--- src/rtl/ysyx_22040759_fwd_scoreboard_pkg.sv ---
// Shared select encodings and FSM state type for the EX-stage forwarding/hazard unit.
package ysyx_22040759_fwd_scoreboard_pkg;
  localparam int FWD_SEL_RF = 0;

  // Long-latency completion bus sits one past the last pipeline producer select.
  function automatic int fwdSelLw(input int numFwd);
    return numFwd + 1;
  endfunction

  typedef enum logic {
    ST_RUN   = 1'b0,
    ST_STALL = 1'b1
  } fsmStateT;
endpackage

--- src/rtl/ysyx_22040759_fwd_scoreboard_if.sv ---
// Consumer/producer/long-latency bus between the pipeline (master) and the forwarding unit (slave).
interface ysyx_22040759_fwd_scoreboard_if #(
  parameter int NUM_SRC = 2,
  parameter int NUM_FWD = 3,
  parameter int AW      = 5
);
  localparam int SEL_W = $clog2(NUM_FWD + 2);
  localparam int NREG  = 2 ** AW;

  logic                             src_valid_i;
  logic [NUM_SRC-1:0]               src_used_i;
  logic [NUM_SRC-1:0][AW-1:0]       src_addr_i;
  logic [NUM_FWD-1:0]               stg_valid_i;
  logic [NUM_FWD-1:0]               stg_wen_i;
  logic [NUM_FWD-1:0][AW-1:0]       stg_rd_i;
  logic [NUM_FWD-1:0]               stg_ready_i;
  logic                             lw_iss_v_i;
  logic [AW-1:0]                    lw_iss_rd_i;
  logic                             lw_cmp_v_i;
  logic [AW-1:0]                    lw_cmp_rd_i;
  logic                             flush_i;
  logic [NUM_SRC-1:0][SEL_W-1:0]    fwd_sel_o;
  logic                             stall_o;
  logic                             lw_iss_rdy_o;
  logic [NREG-1:0]                  busy_o;
  logic [31:0]                      perf_stall_o;
  logic [1:0]                       err_o;

  modport master (
    output src_valid_i, src_used_i, src_addr_i, stg_valid_i, stg_wen_i, stg_rd_i, stg_ready_i,
           lw_iss_v_i, lw_iss_rd_i, lw_cmp_v_i, lw_cmp_rd_i, flush_i,
    input  fwd_sel_o, stall_o, lw_iss_rdy_o, busy_o, perf_stall_o, err_o
  );

  modport slave (
    input  src_valid_i, src_used_i, src_addr_i, stg_valid_i, stg_wen_i, stg_rd_i, stg_ready_i,
           lw_iss_v_i, lw_iss_rd_i, lw_cmp_v_i, lw_cmp_rd_i, flush_i,
    output fwd_sel_o, stall_o, lw_iss_rdy_o, busy_o, perf_stall_o, err_o
  );
endinterface

--- src/rtl/ysyx_22040759_fwd_scoreboard_match.sv ---
// One operand's priority match: youngest producer stage wins, then the completion bus, else regfile.
module ysyx_22040759_fwd_match
  import ysyx_22040759_fwd_scoreboard_pkg::*;
#(
  parameter int NUM_FWD = 3,
  parameter int AW      = 5,
  parameter int SEL_W   = $clog2(NUM_FWD + 2)
) (
  input  logic                       used,
  input  logic [AW-1:0]              addr,
  input  logic [NUM_FWD-1:0]         stgValid,
  input  logic [NUM_FWD-1:0]         stgWen,
  input  logic [NUM_FWD-1:0][AW-1:0] stgRd,
  input  logic [NUM_FWD-1:0]         stgReady,
  input  logic                       cmpV,
  input  logic [AW-1:0]              cmpRd,
  input  logic                       busyBit,
  output logic [SEL_W-1:0]           sel,
  output logic                       hazard
);
  logic live, hit, hitRdy, cmpHit;

  always_comb begin
    sel    = SEL_W'(FWD_SEL_RF);
    hit    = 1'b0;
    hitRdy = 1'b1;
    live   = used & (addr != '0);
    cmpHit = cmpV & (cmpRd == addr);
    // Scan oldest to youngest so the youngest match is the one left standing.
    for (int k = NUM_FWD - 1; k >= 0; k--) begin
      if (stgValid[k] & stgWen[k] & (stgRd[k] != '0) & (stgRd[k] == addr)) begin
        hit    = 1'b1;
        hitRdy = stgReady[k];
        sel    = SEL_W'(k + 1);
      end
    end
    if (!hit && cmpHit) sel = SEL_W'(fwdSelLw(NUM_FWD));
    if (!live) sel = SEL_W'(FWD_SEL_RF);
    hazard = live & (hit ? !hitRdy : (busyBit & !cmpHit));
  end
endmodule

--- src/rtl/ysyx_22040759_fwd_scoreboard.sv ---
// EX-stage forwarding + hazard unit: per-operand match, long-latency scoreboard, stall FSM, perf and error flags.
module ysyx_22040759_fwd_scoreboard
  import ysyx_22040759_fwd_scoreboard_pkg::*;
#(
  parameter int NUM_SRC   = 2,
  parameter int NUM_FWD   = 3,
  parameter int AW        = 5,
  parameter int STALL_TMO = 64
) (
  input logic                        clock,
  input logic                        reset_n,
  ysyx_22040759_fwd_scoreboard_if.slave bus
);
  localparam int SEL_W = $clog2(NUM_FWD + 2);
  localparam int NREG  = 2 ** AW;
  localparam int CW    = $clog2(STALL_TMO + 1);

  logic [NREG-1:0]               busyQ, busyN;
  logic [NUM_SRC-1:0]            opHaz;
  logic [NUM_SRC-1:0][SEL_W-1:0] selArr;
  logic                          h, stall, issRdy;
  fsmStateT                      state, stateN;
  logic [CW-1:0]                 consec;
  logic [31:0]                   perf;
  logic [1:0]                    err;

  for (genvar g = 0; g < NUM_SRC; g++) begin : gOp
    ysyx_22040759_fwd_match #(
      .NUM_FWD (NUM_FWD),
      .AW      (AW),
      .SEL_W   (SEL_W)
    ) uMatch (
      .used     (bus.src_used_i[g]),
      .addr     (bus.src_addr_i[g]),
      .stgValid (bus.stg_valid_i),
      .stgWen   (bus.stg_wen_i),
      .stgRd    (bus.stg_rd_i),
      .stgReady (bus.stg_ready_i),
      .cmpV     (bus.lw_cmp_v_i),
      .cmpRd    (bus.lw_cmp_rd_i),
      .busyBit  (busyQ[bus.src_addr_i[g]]),
      .sel      (selArr[g]),
      .hazard   (opHaz[g])
    );
  end

  assign h      = bus.src_valid_i & !bus.flush_i & (|opHaz);
  assign stall  = reset_n & h;
  assign issRdy = !busyQ[bus.lw_iss_rd_i] | (bus.lw_cmp_v_i & (bus.lw_cmp_rd_i == bus.lw_iss_rd_i));

  assign bus.fwd_sel_o    = selArr;
  assign bus.stall_o      = stall;
  assign bus.lw_iss_rdy_o = issRdy;
  assign bus.busy_o       = busyQ;
  assign bus.perf_stall_o = perf;
  assign bus.err_o        = err;

  // Clear before set so a same-rd issue+complete leaves the register owned.
  always_comb begin
    busyN = busyQ;
    if (bus.lw_cmp_v_i) busyN[bus.lw_cmp_rd_i] = 1'b0;
    if (bus.lw_iss_v_i && issRdy) busyN[bus.lw_iss_rd_i] = 1'b1;
    busyN[0] = 1'b0;
  end

  always_comb begin
    stateN = state;
    if (bus.flush_i) stateN = ST_RUN;
    else if (h)      stateN = ST_STALL;
    else             stateN = ST_RUN;
  end

  always_ff @(posedge clock) begin
    if (!reset_n) state <= ST_RUN;
    else          state <= stateN;
  end

  always_ff @(posedge clock) begin
    if (!reset_n) begin
      busyQ  <= '0;
      consec <= '0;
      perf   <= '0;
      err    <= '0;
    end else begin
      busyQ <= busyN;
      if (bus.lw_cmp_v_i && (bus.lw_cmp_rd_i != '0) && !busyQ[bus.lw_cmp_rd_i]) err[0] <= 1'b1;
      // h already folds in flush, so one test covers both clear conditions.
      if (h) begin
        if (consec != CW'(STALL_TMO)) consec <= consec + 1'b1;
        if (consec == CW'(STALL_TMO - 1)) err[1] <= 1'b1;
      end else begin
        consec <= '0;
      end
      if (stall) perf <= perf + 32'd1;
    end
  end
endmodule

--- src/flat_wrapper.sv ---
// flat-port wrapper written by rule: the top's interface ports become plain ports
module ysyx_22040759_fwd_scoreboard_flat import ysyx_22040759_fwd_scoreboard_pkg::*;
#(
  parameter int NUM_SRC   = 2,
  parameter int NUM_FWD   = 3,
  parameter int AW        = 5,
  parameter int STALL_TMO = 64
)
  (clock, reset_n, bus_src_valid_i, bus_src_used_i, bus_src_addr_i, bus_stg_valid_i, bus_stg_wen_i, bus_stg_rd_i, bus_stg_ready_i, bus_lw_iss_v_i, bus_lw_iss_rd_i, bus_lw_cmp_v_i, bus_lw_cmp_rd_i, bus_flush_i, bus_fwd_sel_o, bus_stall_o, bus_lw_iss_rdy_o, bus_busy_o, bus_perf_stall_o, bus_err_o);
  ysyx_22040759_fwd_scoreboard_if #(.NUM_SRC(NUM_SRC), .NUM_FWD(NUM_FWD), .AW(AW)) bus_i ();
  input logic clock;
  input logic reset_n;
  input wire logic [$bits(bus_i.src_valid_i)-1:0] bus_src_valid_i;
  input wire logic [$bits(bus_i.src_used_i)-1:0] bus_src_used_i;
  input wire logic [$bits(bus_i.src_addr_i)-1:0] bus_src_addr_i;
  input wire logic [$bits(bus_i.stg_valid_i)-1:0] bus_stg_valid_i;
  input wire logic [$bits(bus_i.stg_wen_i)-1:0] bus_stg_wen_i;
  input wire logic [$bits(bus_i.stg_rd_i)-1:0] bus_stg_rd_i;
  input wire logic [$bits(bus_i.stg_ready_i)-1:0] bus_stg_ready_i;
  input wire logic [$bits(bus_i.lw_iss_v_i)-1:0] bus_lw_iss_v_i;
  input wire logic [$bits(bus_i.lw_iss_rd_i)-1:0] bus_lw_iss_rd_i;
  input wire logic [$bits(bus_i.lw_cmp_v_i)-1:0] bus_lw_cmp_v_i;
  input wire logic [$bits(bus_i.lw_cmp_rd_i)-1:0] bus_lw_cmp_rd_i;
  input wire logic [$bits(bus_i.flush_i)-1:0] bus_flush_i;
  output wire logic [$bits(bus_i.fwd_sel_o)-1:0] bus_fwd_sel_o;
  output wire logic [$bits(bus_i.stall_o)-1:0] bus_stall_o;
  output wire logic [$bits(bus_i.lw_iss_rdy_o)-1:0] bus_lw_iss_rdy_o;
  output wire logic [$bits(bus_i.busy_o)-1:0] bus_busy_o;
  output wire logic [$bits(bus_i.perf_stall_o)-1:0] bus_perf_stall_o;
  output wire logic [$bits(bus_i.err_o)-1:0] bus_err_o;
  assign bus_i.src_valid_i = bus_src_valid_i;
  assign bus_i.src_used_i = bus_src_used_i;
  assign bus_i.src_addr_i = bus_src_addr_i;
  assign bus_i.stg_valid_i = bus_stg_valid_i;
  assign bus_i.stg_wen_i = bus_stg_wen_i;
  assign bus_i.stg_rd_i = bus_stg_rd_i;
  assign bus_i.stg_ready_i = bus_stg_ready_i;
  assign bus_i.lw_iss_v_i = bus_lw_iss_v_i;
  assign bus_i.lw_iss_rd_i = bus_lw_iss_rd_i;
  assign bus_i.lw_cmp_v_i = bus_lw_cmp_v_i;
  assign bus_i.lw_cmp_rd_i = bus_lw_cmp_rd_i;
  assign bus_i.flush_i = bus_flush_i;
  assign bus_fwd_sel_o = bus_i.fwd_sel_o;
  assign bus_stall_o = bus_i.stall_o;
  assign bus_lw_iss_rdy_o = bus_i.lw_iss_rdy_o;
  assign bus_busy_o = bus_i.busy_o;
  assign bus_perf_stall_o = bus_i.perf_stall_o;
  assign bus_err_o = bus_i.err_o;
  ysyx_22040759_fwd_scoreboard #(.NUM_SRC(NUM_SRC), .NUM_FWD(NUM_FWD), .AW(AW), .STALL_TMO(STALL_TMO)) u_core (.clock(clock), .reset_n(reset_n), .bus(bus_i));
endmodule
--- config.mk ---
export PLATFORM = sky130hd
export DESIGN_NAME = ysyx_22040759_fwd_scoreboard_flat
export DESIGN_NICKNAME = d
export VERILOG_FILES = /design/src/rtl/ysyx_22040759_fwd_scoreboard_pkg.sv /design/src/rtl/ysyx_22040759_fwd_scoreboard_if.sv /design/src/rtl/ysyx_22040759_fwd_scoreboard_match.sv /design/src/rtl/ysyx_22040759_fwd_scoreboard.sv /design/src/flat_wrapper.sv
export SDC_FILE = /design/constraint.sdc
export NUM_CORES = 1
export LEC_CHECK = 0
export ABC_AREA = 0
export CORE_MARGIN = 4
export CORE_UTILIZATION = 50
export DETAILED_ROUTE_END_ITERATION = 12
export GPL_TIMING_DRIVEN = 0
export PLACE_DENSITY = 0.84
export REMOVE_ABC_BUFFERS = 1
export SLEW_MARGIN = 15
export SYNTH_ARGS = -nofsm -noshare
export SYNTH_HDL_FRONTEND = slang
export SYNTH_SLANG_ARGS = --single-unit
--- constraint.sdc ---
create_clock -name clock -period 2.8 [get_ports clock]
set_input_delay 0.28 -clock clock [delete_from_list [all_inputs] [get_ports clock]]
set_output_delay 0.28 -clock clock [all_outputs]
set_load 0.05 [all_outputs]
Yosys cells after proc, flatten, opt, wreduce, memory -nomap -nowiden
Index checks and enable logic that the tools add are counted.

word-level totals
  word-level logic and storage cells = 116
  register bits after elaboration = 73

cells by class
  magnitude comparators = 6
  mux-type cells = 38
  eq/ne operators = 11
  reduce and logical (&&, ||, !) cells = 25
  bitwise logic cells = 28
  $add $sub $neg = 2

operators with widths
  cell                   count
  $mux 32                2
  $eq 5x5->1             9
  $add 32x1->32 const B  1
  $and 32x32->32         1
  $not 32->32            1
  $or 32x32->32          1
  $reduce_bool 5->1      6
  $and 1x1->1            24
  $lt 5x6->1 const B     4
  $mux 3                 8
  $bmux 1 s5             4
  $mux 1                 20
  $demux 1 s5            2
  $ge 5x1->1 const B     2
  $logic_not 1->1        9
  $add 7x1->7 const B    1
  $eq 7x6->1 const B     1
  $logic_and 1x1->1      7
  $ne 7x7->1 const B     1
  $mux 2                 2
  $reduce_and 2->1       2
  $reduce_or 2->1        1
  $or 1x1->1             1

Depth between registers and ports, before layout
  word-level depth = 12
  gate-level depth with buffers = 13
  mapped depth without buffers = 8

Cells and area by module
A second synthesis with hierarchy kept.

unflattened totals
  cells, all modules = 608
  area, all modules = 5417.7 µm²

modules (own cells, without submodules)
  module                        seq. area each (µm²)  area each (µm²)  cells each  times used
  ysyx_22040759_fwd_scoreboard  1441.4                4549.4           494         1
  ysyx_22040759_fwd_match       0.0                   434.2            57          2

Least setup slack after synthesis
Ideal clock, no wire load.

  kind = input port to flip-flop
  from = input bus_lw_iss_rd_i[0]
  to = register u_core.busyQ[29] (netlist: u_core.bus.busy_o[29])
  buffers on the path = 2
  slack = -0.431 ns
  required time = 2.720 ns
  setup time = 0.080 ns
  arrival = 3.150 ns
  cell stages on the path = 10
  path through = clkbuf_1 > buf_1 > mux4_2 > mux2i_1 > nor2_1 > nand2_1 > o21ai_0 > o21ai_1 > nand4b_1 > o21ai_0

between the ends
  cells in the longest elaborated chain, start to end = 6
  elaborated cells between the ends (all ways) = 14

RTL lines
  element                       RTL line                            text
  start: declaration            flat_wrapper.sv:21                  input wire logic [$bits(bus_i.lw_iss_rd_i)-1:0] bus_lw_iss_rd_i;
  $bmux 1 s5                    ysyx_22040759_fwd_scoreboard.sv:49  assign issRdy = !busyQ[bus.lw_iss_rd_i] | (bus.lw_cmp_v_i & (bus.lw_cmp_rd_i == bus.lw_iss_rd_i));
  $mux 1 (not written as such)  ysyx_22040759_fwd_scoreboard.sv:49
  $logic_not 1->1               ysyx_22040759_fwd_scoreboard.sv:49
  $or 1x1->1 (*)                ysyx_22040759_fwd_scoreboard.sv:49
  via bus_lw_iss_rdy_o          flat_wrapper.sv:27                  output wire logic [$bits(bus_i.lw_iss_rdy_o)-1:0] bus_lw_iss_rdy_o;
  $logic_and 1x1->1 (*)         ysyx_22040759_fwd_scoreboard.sv:62  if (bus.lw_iss_v_i && issRdy) busyN[bus.lw_iss_rd_i] = 1'b1;
  $mux 32 (*)                   ysyx_22040759_fwd_scoreboard.sv:62
  end signal: assignment        ysyx_22040759_fwd_scoreboard.sv:85  busyQ <= busyN;
  end: declaration              ysyx_22040759_fwd_scoreboard.sv:18  logic [NREG-1:0] busyQ, busyN;

Mark *: on every way through the listed nets, which the timed path passes. The rest lies on a longest branch. The select of a mux whose other input is x is not followed.
A chain may end at the register's enable or synchronous reset.

Worst setup path after layout
  from = input bus_src_addr_i[6]
  to = output bus_stall_o

between the ends
  cells in the longest elaborated chain, start to end = 11
  elaborated cells between the ends (all ways) = 26

RTL lines
  element               RTL line                                  text
  start: declaration    flat_wrapper.sv:15                        input wire logic [$bits(bus_i.src_addr_i)-1:0] bus_src_addr_i;
  $eq 5x5->1            ysyx_22040759_fwd_scoreboard_match.sv:31  if (stgValid[k] & stgWen[k] & (stgRd[k] != '0) & (stgRd[k] == addr)) begin
  $and 1x1->1           ysyx_22040759_fwd_scoreboard_match.sv:31
  $mux 1 (3 in series)  ysyx_22040759_fwd_scoreboard_match.sv:31
  $logic_not 1->1       ysyx_22040759_fwd_scoreboard_match.sv:39  hazard = live & (hit ? !hitRdy : (busyBit & !cmpHit));
  $mux 1                ysyx_22040759_fwd_scoreboard_match.sv:39
  $and 1x1->1 (*)       ysyx_22040759_fwd_scoreboard_match.sv:39
  $reduce_or 2->1 (*)   ysyx_22040759_fwd_scoreboard.sv:47        assign h = bus.src_valid_i & !bus.flush_i & (|opHaz);
  $and 1x1->1 (*)       ysyx_22040759_fwd_scoreboard.sv:47
  $and 1x1->1 (*)       ysyx_22040759_fwd_scoreboard.sv:48        assign stall = reset_n & h;
  end: declaration      flat_wrapper.sv:26                        output wire logic [$bits(bus_i.stall_o)-1:0] bus_stall_o;

Every way passes the cells marked *; elsewhere a longest branch is shown, timed or not. The select of a mux whose other input is x is not followed.

==> impl_metrics.csv <==
group,metric,value,unit
layout,n_fill_cell,788,
power,power,2.37,mW
yosys,synthCells,599,
layout,nets,760,
floorplan,dieArea,0.0121,sq mm
yosys,synth_cell_type_count,55,
yosys,syn_area,0.00522,sq mm
global_route,grt_pass1_vias,5400,
layout,final_common_cell,"clkdlybuf4s50_1",
timing,timing.hold.ws,482,ps
critical_path,critical_path.max_fanout,12,
floorplan,die_h,110,um
critical_path,critPathSlowestCell,"or4_1",
power,leakage,2.40,nW
floorplan,dieWidth,110,um
layout,drive_above_1_share,0.199,
clock_tree,clk_pin_slew,70,ps
layout,final_cell_mix,"clkdlybuf4s50_1 (83), dfxtp_1 (56), o21ai_0 (44)",
clock_tree,cts-hold-fix-buffers,0,
flow_run,cap_violations,0,
run_status,violations,"negative setup slack",
timing,fmax,349,MHz
timing,finalHoldViolCount,0,
timing,slew_violations,0,
placed_design,hpwlAfterDp,11700,um
yosys,synth.area.top_cells,"dfxtp_1 (28%), mux4_2 (8.6%), xor2_1 (5.4%)",
yosys,synth_edf_count,0,
clock_tree,htree_levels,3,
placed_design,post-place-ws,-1660,ps
placed_design,gp_congestion,0.951,
power,peakVddDrop,0.287,mV
run_status,status,"finished with violations",
timing,final_min_period_over_clock_period,1.02,
drt,ant_nets,0,
drt,wl_per_cell,21.6,um
clock_tree,numClockSinks,72,
floorplan,fp-row-count,37,
yosys,synth_top_area_cell,"dfxtp_1",
drt,firstDrtPassIters,6,
clock_tree,numCtsBuffers,9,
drt,drt-initial-drc-count,817,
layout,synthToLayoutAreaGrowth,33.6,%
global_route,grt_pass1_wl,27200,um
placed_design,portBuffers,124,
timing,tightestPinTransition,1110,ps
yosys,yosysWarnings,0,
power,power_density,340,mW/mm^2
critical_path,crit_path_cell_trace,"clkdlybuf4s15_2, or4_1, o211ai_1, a31oi_1, o31a_1, a21oi_1, o211a_4, buf_12, nand2b_4, inv_2, buf_8",
critical_path,crit_arrival,2580,ps
floorplan,ios,126,
floorplan,initial_core_util,0.510,
drt,drcViolationCount,0,
critical_path,crit_required,2520,ps
drt,vias,5616,
worst_hold_path,hp-class,"register to register",
yosys,syn_avg_cell_area,8.71,sq um
yosys,synthFlopType,"dfxtp_1",
yosys,synth-seq-cells,72,
critical_path,criticalPathCategory,"input port to primary output",
drt,viasPerCell,6.64,
global_route,antenna_found_initial,0,
floorplan,core_area,0.0102,sq mm
clock_tree,cts_tree,"done",
timing,skew,16.6,ps
clock_tree,clockBufferDepth,2,
global_route,grt_usage,0.286,
clock_tree,clock_latency,350,ps
timing,setup_ws,-64.4,ps
drt,routed_wl,18300,um
layout,diodes,0,
clock_tree,cts_root_buf,"clkbuf_8",
yosys,seq_area_frac_synth,0.276,
timing,relSlewSlack,0.257,
global_route,grt_max_degree,45,
yosys,synth_top_area_share,0.276,
critical_path,critical_path.max_stage_delay,580,ps
timing,setup_viol,2,
yosys,asyncSetResetFlopFracSynth,0,
timing,tns,-99.3,ps
timing,min_period,2860,ps
timing,rsz0062_at_grt,"true",
critical_path,end_kind,"primary output",
critical_path,critPathLaunchType,"input port",
global_route,overflow,0,
cell usage after synthesis, types with 3 or more instances:
cell type	count
nand2b_1	6
and3_1	8
a21oi_1	29
clkbuf_1	27
xnor2_1	20
a31oi_1	4
and2_1	4
dfxtp_1	72
nand4b_1	3
buf_4	8
nand4_1	14
ha_1	3
nand3_1	39
nand2_1	31
mux2i_1	15
buf_2	6
xor2_1	32
nand3b_1	11
or4_1	20
buf_6	6
mux4_1	4
o21ai_0	45
or3_1	10
inv_1	11
o211ai_1	34
nor2_1	29
nor4_1	15
mux4_2	20
mux2_2	8
nor2b_1	9
nor3_1	7
o31ai_1	17
worst paths after layout:
check	from	end	slack (ps)	cells after the start
worst max-delay path	bus_src_addr_i[6]	bus_stall_o	-60	11
worst min-delay path	u_core.bus.err_o[0]	u_core.bus.err_o[0]	480	2
worst max register to register	u_core.bus.busy_o[26]	u_core.bus.perf_stall_o[30]	90	10
worst min register to register	u_core.bus.err_o[0]	u_core.bus.err_o[0]	480	2
state kept, by name, indices dropped and copies added, names as in the netlist:
signal and flops:
u_core.bus.busy_o 31, u_core.bus.perf_stall_o 32, u_core.consec 7, u_core.bus.err_o 2
repair_timing:
action | CTS | global route
resized for setup | 94 | 81
pin swaps | 8 | 19
cloned | 2 | 0
endpoints found under the setup margin | 79 | 33
buffers inserted | 8 | 9
hold endpoints to repair | 0 | 0
stage by stage:
stage	util	area [sq um]	std cells
2_1_floorplan	-	4950	550
3_3_place_gp	0.622	6360	810
3_5_place_dp	0.623	6380	811
4_1_cts	0.660	6750	837
5_1_grt	0.681	6970	846
6_report	0.681	6970	846
logic make-up (layout without fill, tap and decap cells):
group / count (synthesis) / in the layout / share of synthesized area
AND/OR/NAND/NOR: 218 / 218 / 0.238
AO/OA/AOI/OAI: 145 / 145 / 0.178
flip-flops: 72 / 72 / 0.276
buffers and inverters: 61 / 172 / 0.0597
XOR/XNOR: 52 / 52 / 0.0873
multiplexers: 47 / 47 / 0.153
adder cells (fa/ha/maj): 3 / 3 / 0.00720
other: 1 / 1 / 0.000719
per-layer routing:
metal	global-route usage	share of wire	up-vias	wire length [um]
li1	-	-	2499	-
met1	0.367	0.39	2689	7110
met2	0.467	0.48	351	8770
met3	0.0425	0.092	77	1690
met4	0.144	0.039	0	717
met5	0	0	-	0
worst max-delay path, delay by kind of cell:
kind	cells	cell delay [ps]
AO/OA/AOI/OAI	5	900
AND/OR/NAND/NOR	2	710
buffers and inverters	4	670
cell type report:
| type | count | area, sq um | area share |
|---|---|---|---|
| clock inverter | 5 | 81.3 | 0.0117 |
| clock buffer | 11 | 131 | 0.0189 |
| inverter | 12 | 45.0 | 0.00646 |
| multi-input combinational | 466 | 3660 | 0.525 |
| timing repair buffer | 144 | 1400 | 0.201 |
| sequential | 72 | 1480 | 0.212 |
| tap | 136 | 170 | 0.0244 |
power breakdown:
group	switching [mW]	internal, mW
clock network	0.393	0.503
logic	0.264	0.174
registers	0.0114	1.02
total	0.668	1.70
No activity file was read; power rests on OpenSTA's default activity.
